### config.mk
export PLATFORM = sky130hd
export DESIGN_NAME = fifo_stream_reader
export DESIGN_NICKNAME = d
export VERILOG_FILES = /design/src/rtl/fifo_stream_reader.sv
export SDC_FILE = /design/constraint.sdc
export NUM_CORES = 1
export LEC_CHECK = 0
export ABC_CLOCK_PERIOD_IN_PS = 1800
export CAP_MARGIN = 20
export CORE_MARGIN = 1
export CORE_UTILIZATION = 40
export DETAILED_ROUTE_END_ITERATION = 10
export GPL_TIMING_DRIVEN = 1
export PLACE_DENSITY = 0.69
export REMOVE_ABC_BUFFERS = 1
export SLEW_MARGIN = 20
export SYNTH_ARGS = -nofsm -noshare
export SYNTH_HDL_FRONTEND = slang
export SYNTH_SLANG_ARGS = --single-unit
export TNS_END_PERCENT = 5
### constraint.sdc
create_clock -name clk -period 1.8 [get_ports clk]
set_input_delay 0.36 -clock clk [delete_from_list [all_inputs] [get_ports clk]]
set_output_delay 0.36 -clock clk [all_outputs]
set_load 0.01 [all_outputs]
### src/rtl/fifo_stream_reader.sv
// fifo_stream_reader
//   Read-side master for the synchronous FIFO. It issues fifo_rd_en against
//   fifo_empty, absorbs the FIFO's one-cycle registered read latency, and
//   re-presents the words as a valid/ready stream through a 2-entry skid
//   buffer. Handshaken output words are counted.
//
// Ports:
//   clk            clock, all state updates on posedge
//   rstN           asynchronous active-low reset
//   enable         1 = new FIFO reads may be issued
//   fifo_empty     FIFO empty flag
//   fifo_data_out  FIFO read data, valid the cycle after fifo_rd_en sampled
//   fifo_rd_en     FIFO read request (combinational)
//   m_valid        output word valid
//   m_data         output word (head of the skid buffer)
//   m_ready        downstream accepts when m_valid & m_ready
//   rd_count       number of handshaken words, wraps modulo 2^CNT_WIDTH
//   idle           no buffered words and no read in flight
module fifo_stream_reader #(
    parameter int FIFO_WIDTH = 8,
    parameter int CNT_WIDTH  = 16
) (
    input  logic                  clk,
    input  logic                  rstN,
    input  logic                  enable,
    input  logic                  fifo_empty,
    input  logic [FIFO_WIDTH-1:0] fifo_data_out,
    output logic                  fifo_rd_en,
    output logic                  m_valid,
    output logic [FIFO_WIDTH-1:0] m_data,
    input  logic                  m_ready,
    output logic [CNT_WIDTH-1:0]  rd_count,
    output logic                  idle
);

    // Skid-buffer occupancy; entry0 is the head.
    typedef enum logic [1:0] {
        OCC_0 = 2'd0,
        OCC_1 = 2'd1,
        OCC_2 = 2'd2
    } occ_t;

    occ_t                  r_occ;
    occ_t                  w_occ_next;
    logic                  r_inflight;
    logic [FIFO_WIDTH-1:0] r_entry0;
    logic [FIFO_WIDTH-1:0] r_entry1;
    logic [CNT_WIDTH-1:0]  r_count;
    logic                  w_pop;
    logic                  w_cap_sel1;

    // Occupancy next-state is occ + inflight - pop. Because occ + inflight
    // never exceeds 2, requesting a read only when that sum stays below 2
    // guarantees every in-flight word has a free slot when it lands.
    always_comb begin
        w_pop      = (r_occ != OCC_0) & m_ready;
        w_occ_next = r_occ;
        w_cap_sel1 = 1'b0;
        case (r_occ)
            OCC_0: begin
                if (r_inflight) w_occ_next = OCC_1;
            end
            OCC_1: begin
                if (r_inflight && !w_pop) begin
                    w_occ_next = OCC_2;
                    w_cap_sel1 = 1'b1;
                end else if (!r_inflight && w_pop) begin
                    w_occ_next = OCC_0;
                end
            end
            OCC_2: begin
                w_cap_sel1 = 1'b1;
                if (w_pop) w_occ_next = OCC_1;
            end
            default: w_occ_next = OCC_0;
        endcase
        // rstN gates the request so no read is issued while held in reset.
        fifo_rd_en = rstN & enable & ~fifo_empty & (w_occ_next != OCC_2);
    end

    always_ff @(posedge clk or negedge rstN) begin
        if (!rstN) begin
            r_occ      <= OCC_0;
            r_inflight <= 1'b0;
            r_count    <= '0;
        end else begin
            r_occ      <= w_occ_next;
            r_inflight <= fifo_rd_en;
            if (w_pop) r_count <= r_count + CNT_WIDTH'(1);
        end
    end

    // Shift on pop, then capture; the capture target already accounts for
    // the shift (entry0 when the buffer is or becomes empty, else entry1).
    always_ff @(posedge clk or negedge rstN) begin
        if (!rstN) begin
            r_entry0 <= '0;
            r_entry1 <= '0;
        end else begin
            if (w_pop) r_entry0 <= r_entry1;
            if (r_inflight) begin
                if (w_cap_sel1) r_entry1 <= fifo_data_out;
                else            r_entry0 <= fifo_data_out;
            end
        end
    end

    assign m_valid  = (r_occ != OCC_0);
    assign m_data   = r_entry0;
    assign rd_count = r_count;
    assign idle     = (r_occ == OCC_0) & ~r_inflight;

endmodule

==> results.md <==
Place:
- The area after detailed placement is about 0.0022 sq mm.
- The placed wire-length estimate is between 2000 and 3000 um.
- The final RePlAce weighted congestion is a little under 1.
- The quantity of I/O buffers inserted on ports is 39.

GRT:
- The number of antenna violations at the first check in global routing is 0.
- For this run the aggregate overflow at the end of global routing stands at 0.
- In the global route stage, overall resource usage came out at between 10% and 20%.
- The via count of the first global-routing pass is about 1300.
- The maximum number of pins on one net before global-route repair is 36.
- The first global-routing pass estimated 5720 um of wire.

CTS:
- TritonCTS built the clock tree.
- The count of hold buffers inserted by post-cts repair is 0.
- Counting the buffers created by CTS gives 5.
- Counting every sink on the clock net gives 35.
- The clock tree root driver cell is sky130_fd_sc_hd__clkbuf_8.
- The longest clock path from root to sink contains 2 buffers.
- The clock latency at the later pin of the worst-skew pair is between 0.2 and 0.3 ns.
- The H-tree was split into 2 levels.
- The clock-pin slew on the worst setup and hold paths is ~0.070 ns.

Yosys:
- For this run, the register share of the synthesized area comes to between 50 and 60%.
- The cell type with the largest total area after synthesis is sky130_fd_sc_hd__dfrtp_1.
- The fraction of synthesis flops using an asynchronous set or reset pin is 100%.
- The most used flip-flop cell after synthesis is sky130_fd_sc_hd__dfrtp_1.
- The most repeated cell in the gate-level netlist after synthesis is sky130_fd_sc_hd__nand2_1.
- After synthesis, the cell types taking the most area are sky130_fd_sc_hd__dfrtp_1, sky130_fd_sc_hd__mux2_2, sky130_fd_sc_hd__nand2_1, sky130_fd_sc_hd__xnor2_1, sky130_fd_sc_hd__ha_1.
- The Yosys step of the flow raised 0 warnings.
- The average instance area after synthesis is about 11 sq um.
- Synthesis inferred 35 register bits.
- Counting flops with a built-in enable in the synthesized netlist gives 0.
- The cell count after synthesis came out at around 150.
- Sorting the synthesized cells by how often they occur yields sky130_fd_sc_hd__nand2_1, sky130_fd_sc_hd__dfrtp_1, sky130_fd_sc_hd__mux2_2, sky130_fd_sc_hd__xnor2_1.
- The synthesized area is between 0.0015 and 0.002 sq mm.
- In this run the biggest area consumer among cell types represents ~53% of the synthesized area.
- Counting distinct cell types in the post-synthesis netlist gives 28.

Job:
- The number of maximum-capacitance violations is 0.

Power and ir drop:
- The analysis attributes to net switching a power of between 0.9 and 1 mW.
- The sequential share of power is 38.5%.
- The combinational share of power is between 40% and 50%.
- The highest ir drop seen on vdd is slightly above 0.6 mV.
- The clock network accounts for around a fifth of the total power.
- The switching share of power is about a third.
- For this design the ratio of total power to cell area is between 1000 and 1500 mW/mm^2.
- The analysis attributes to cell leakage a power of 1.11 nW.
- Internal power comes to roughly 2.2 mW.

Critical path:
- The worst register-to-register path begins at r_occ[1].
- The setup slack of the most critical reg-to-reg path is -0.09 ns.
- For the worst flop-to-flop path, the logic depth is 8.
- The most numerous cell type found on the critical path is sky130_fd_sc_hd__a211oi_2.
- For the worst setup path, the data arrival time is 1.81 ns.
- The launching element type of the critical path is a register.
- The required time reported for the critical path endpoint is 1.44 ns.
- The critical path contains buffers and inverters numbering 2 combined.
- Walking the worst path, the cells encountered are inv_2, ha_4, nand2b_4, a221oi_2, a211oi_2, a211oi_2, buf_2.
- The largest driver fanout on the critical path is 5.
- In this run the worst setup path terminates at fifo_rd_en.
- In this run the worst setup path begins at r_occ[1].
- The largest single stage delay on the critical path is 0.39 ns.
- The classification of the worst setup path is register to output port.
- The critical path runs through a total of 7 cells.
- Broken down by cell family, the worst path's largest delay share belongs to compound AO/OA/AOI/OAI gates.
- STA classifies the critical path endpoint as an output port.
- Among all stages on the critical path, the largest delay is contributed by sky130_fd_sc_hd__dfrtp_1.
- The worst flop-to-flop path endpoint is r_entry1[6].

Floorplanning:
- The die outline height is approximately 66 um.
- The chip width is roughly 66 um.
- The total number of placement rows is 23.
- The core region is 0.00400 sq mm.
- The floorplan die area is around 0.0044 sq mm.
- 40 I/O pins were placed.
- The initial utilization of the core area, before any placement, comes to between 40% and 50%.

Run status:
- The final reports fail on setup timing.
- The run finished, with violations left.

Route:
- In this run, the number of DRC markers left after iteration 0 of detailed routing was 98.
- Across all layers, the routed design uses ~1300 vias.
- The post-detailed-routing wire length is 3410 um.
- The first detailed-routing pass took 4 iterations.
- The detail route stage leaves a number of antenna-violating nets equal to 0.
- For this run, design rule violations remaining after detail routing come to 0.
- Dividing the detail-routed wire length by the instance count gives 13.0 um.
- In the routed layout, each cell is associated on average with a via count of a little under 5.

Layout:
- The number of nets in the finished design is 230.
- After routing the design area is between 0.002 and 0.0025 sq mm.
- Relative to the synthesized area, the layout overhead comes to 45.1%.
- Measured on the finished design, the core utilization comes to between 60% and 70%.
- The number of antenna diodes in the final layout is 0.
- The final-layout fill cell count is approximately 340.
- Cells with a size suffix above 1 make up between 20% and 30% of the layout.

STA:
- The total count of max-transition violations in the final report is 0.
- The number of endpoints failing setup at the final stage is 18.
- The final hold violation count is 0.
- Measured against its own limit, the worst slew margin works out to between 70% and 80%.
- Across the routed clock network, the largest skew measured is a little over 0.006 ns.
- The slack of the critical path is -0.371 ns.
- After layout, the minimum clock period comes to 2.17 ns.
- The share of the cycle needed by the critical path after routing is 121%.
- The pin slew with the least headroom to its limit is 0.437 ns.
- The highest achievable clock rate is 0.461 GHz.
- Setup repair after global routing could not meet its margin everywhere.

Min path:
- In this run the worst hold path is classified as register to register.
-- layout by cell type, fill, tap and decap left out, types with 4 or more instances in the layout --
master                             n
sky130_fd_sc_hd__nand2_1          36
sky130_fd_sc_hd__clkdlybuf4s50_1  35
sky130_fd_sc_hd__dfrtp_1          35
sky130_fd_sc_hd__buf_4            22
sky130_fd_sc_hd__mux2_2           16
sky130_fd_sc_hd__xnor2_1          12
sky130_fd_sc_hd__nand3_1           5
sky130_fd_sc_hd__clkbuf_8          5
sky130_fd_sc_hd__nand4_1           4
sky130_fd_sc_hd__xor2_1            4
-- stage by stage --
stage | setup WS [ns] | setup TNS, ns | power [mW] | hold WS (ns) | instances
finish | -0.371 | -1.28 | 3.18 | 0.470 | 262
global route | -0.461 | -3.21 | 3.39 | 0.497 | 262
floorplan | -0.529 | -7.12 | 1.80 | 0.0644 | 144
detailed placement | -0.819 | -5.33 | 2.45 | 0.465 | 252
CTS | -0.359 | -1.26 | 3.21 | 0.479 | 261
global placement | -0.767 | -4.39 | 2.41 | 0.464 | 252
-- layout make-up --
type                       instances  area (sq um)  share of cell area (%)
sequential                        35           876                    36.4
multi-input combinational        105           798                    33.2
timing repair buffer              61           549                    22.9
clock buffer                       6          72.6                    3.02
tap                               50          62.6                    2.60
clock inverter                     1          30.0                    1.25
inverter                           4          15.0                   0.625
-- metal layers --
layer  up-vias  wire length, um  track usage [%]
met4         0               52             10.4
met5         -                0                0
met1       624             1460             20.7
met2        45             1740             30.2
met3         8              164             4.14
li1        624                -                -
-- power by group through the flow --
stage | combinational (mW) | clock [mW] | sequential, mW
final | 1.28 | 0.677 | 1.22
after global routing | 1.41 | 0.725 | 1.26
after CTS | 1.29 | 0.695 | 1.22
after detailed placement | 1.22 | 0 | 1.23
after global placement | 1.19 | 0 | 1.22
after floorplan | 0.524 | 0 | 1.28
-- flip-flops by register name (all words and copies together) (netlist names) --
| name | count |
|---|---|
| m_data | 8 |
| r_entry1 | 8 |
| r_inflight | 1 |
| r_occ | 2 |
| rd_count | 16 |
-- how the worst min path moves through the flow --
stage	start	end	slack, ns	depth (start not counted)
5_1_grt	rd_count[15]	rd_count[15]	0.50	1
4_1_cts	rd_count[15]	rd_count[15]	0.48	1
3_5_place_dp	rd_count[15]	rd_count[15]	0.46	1
3_3_place_gp	rd_count[15]	rd_count[15]	0.46	1
6_report	rd_count[15]	rd_count[15]	0.47	1
2_1_floorplan	rstN	m_data[0]	0.06	0
-- cell families after synthesis --
group | share of synthesized area (%)
flip-flops | 52.9
AO/OA/AOI/OAI | 3.85
XOR/XNOR | 8.46
multiplexers | 10.9
AND/OR/NAND/NOR | 18.1
buffers and inverters | 2.04
adder cells (fa/ha/maj) | 3.78
-- what timing repair did --
action                     in CTS  in global routing
resized for setup              21                  0
setup buffers                   2                  1
pin swaps                       4                  3
setup endpoints to repair      26                 25
Power figures use the tool's default switching activity.
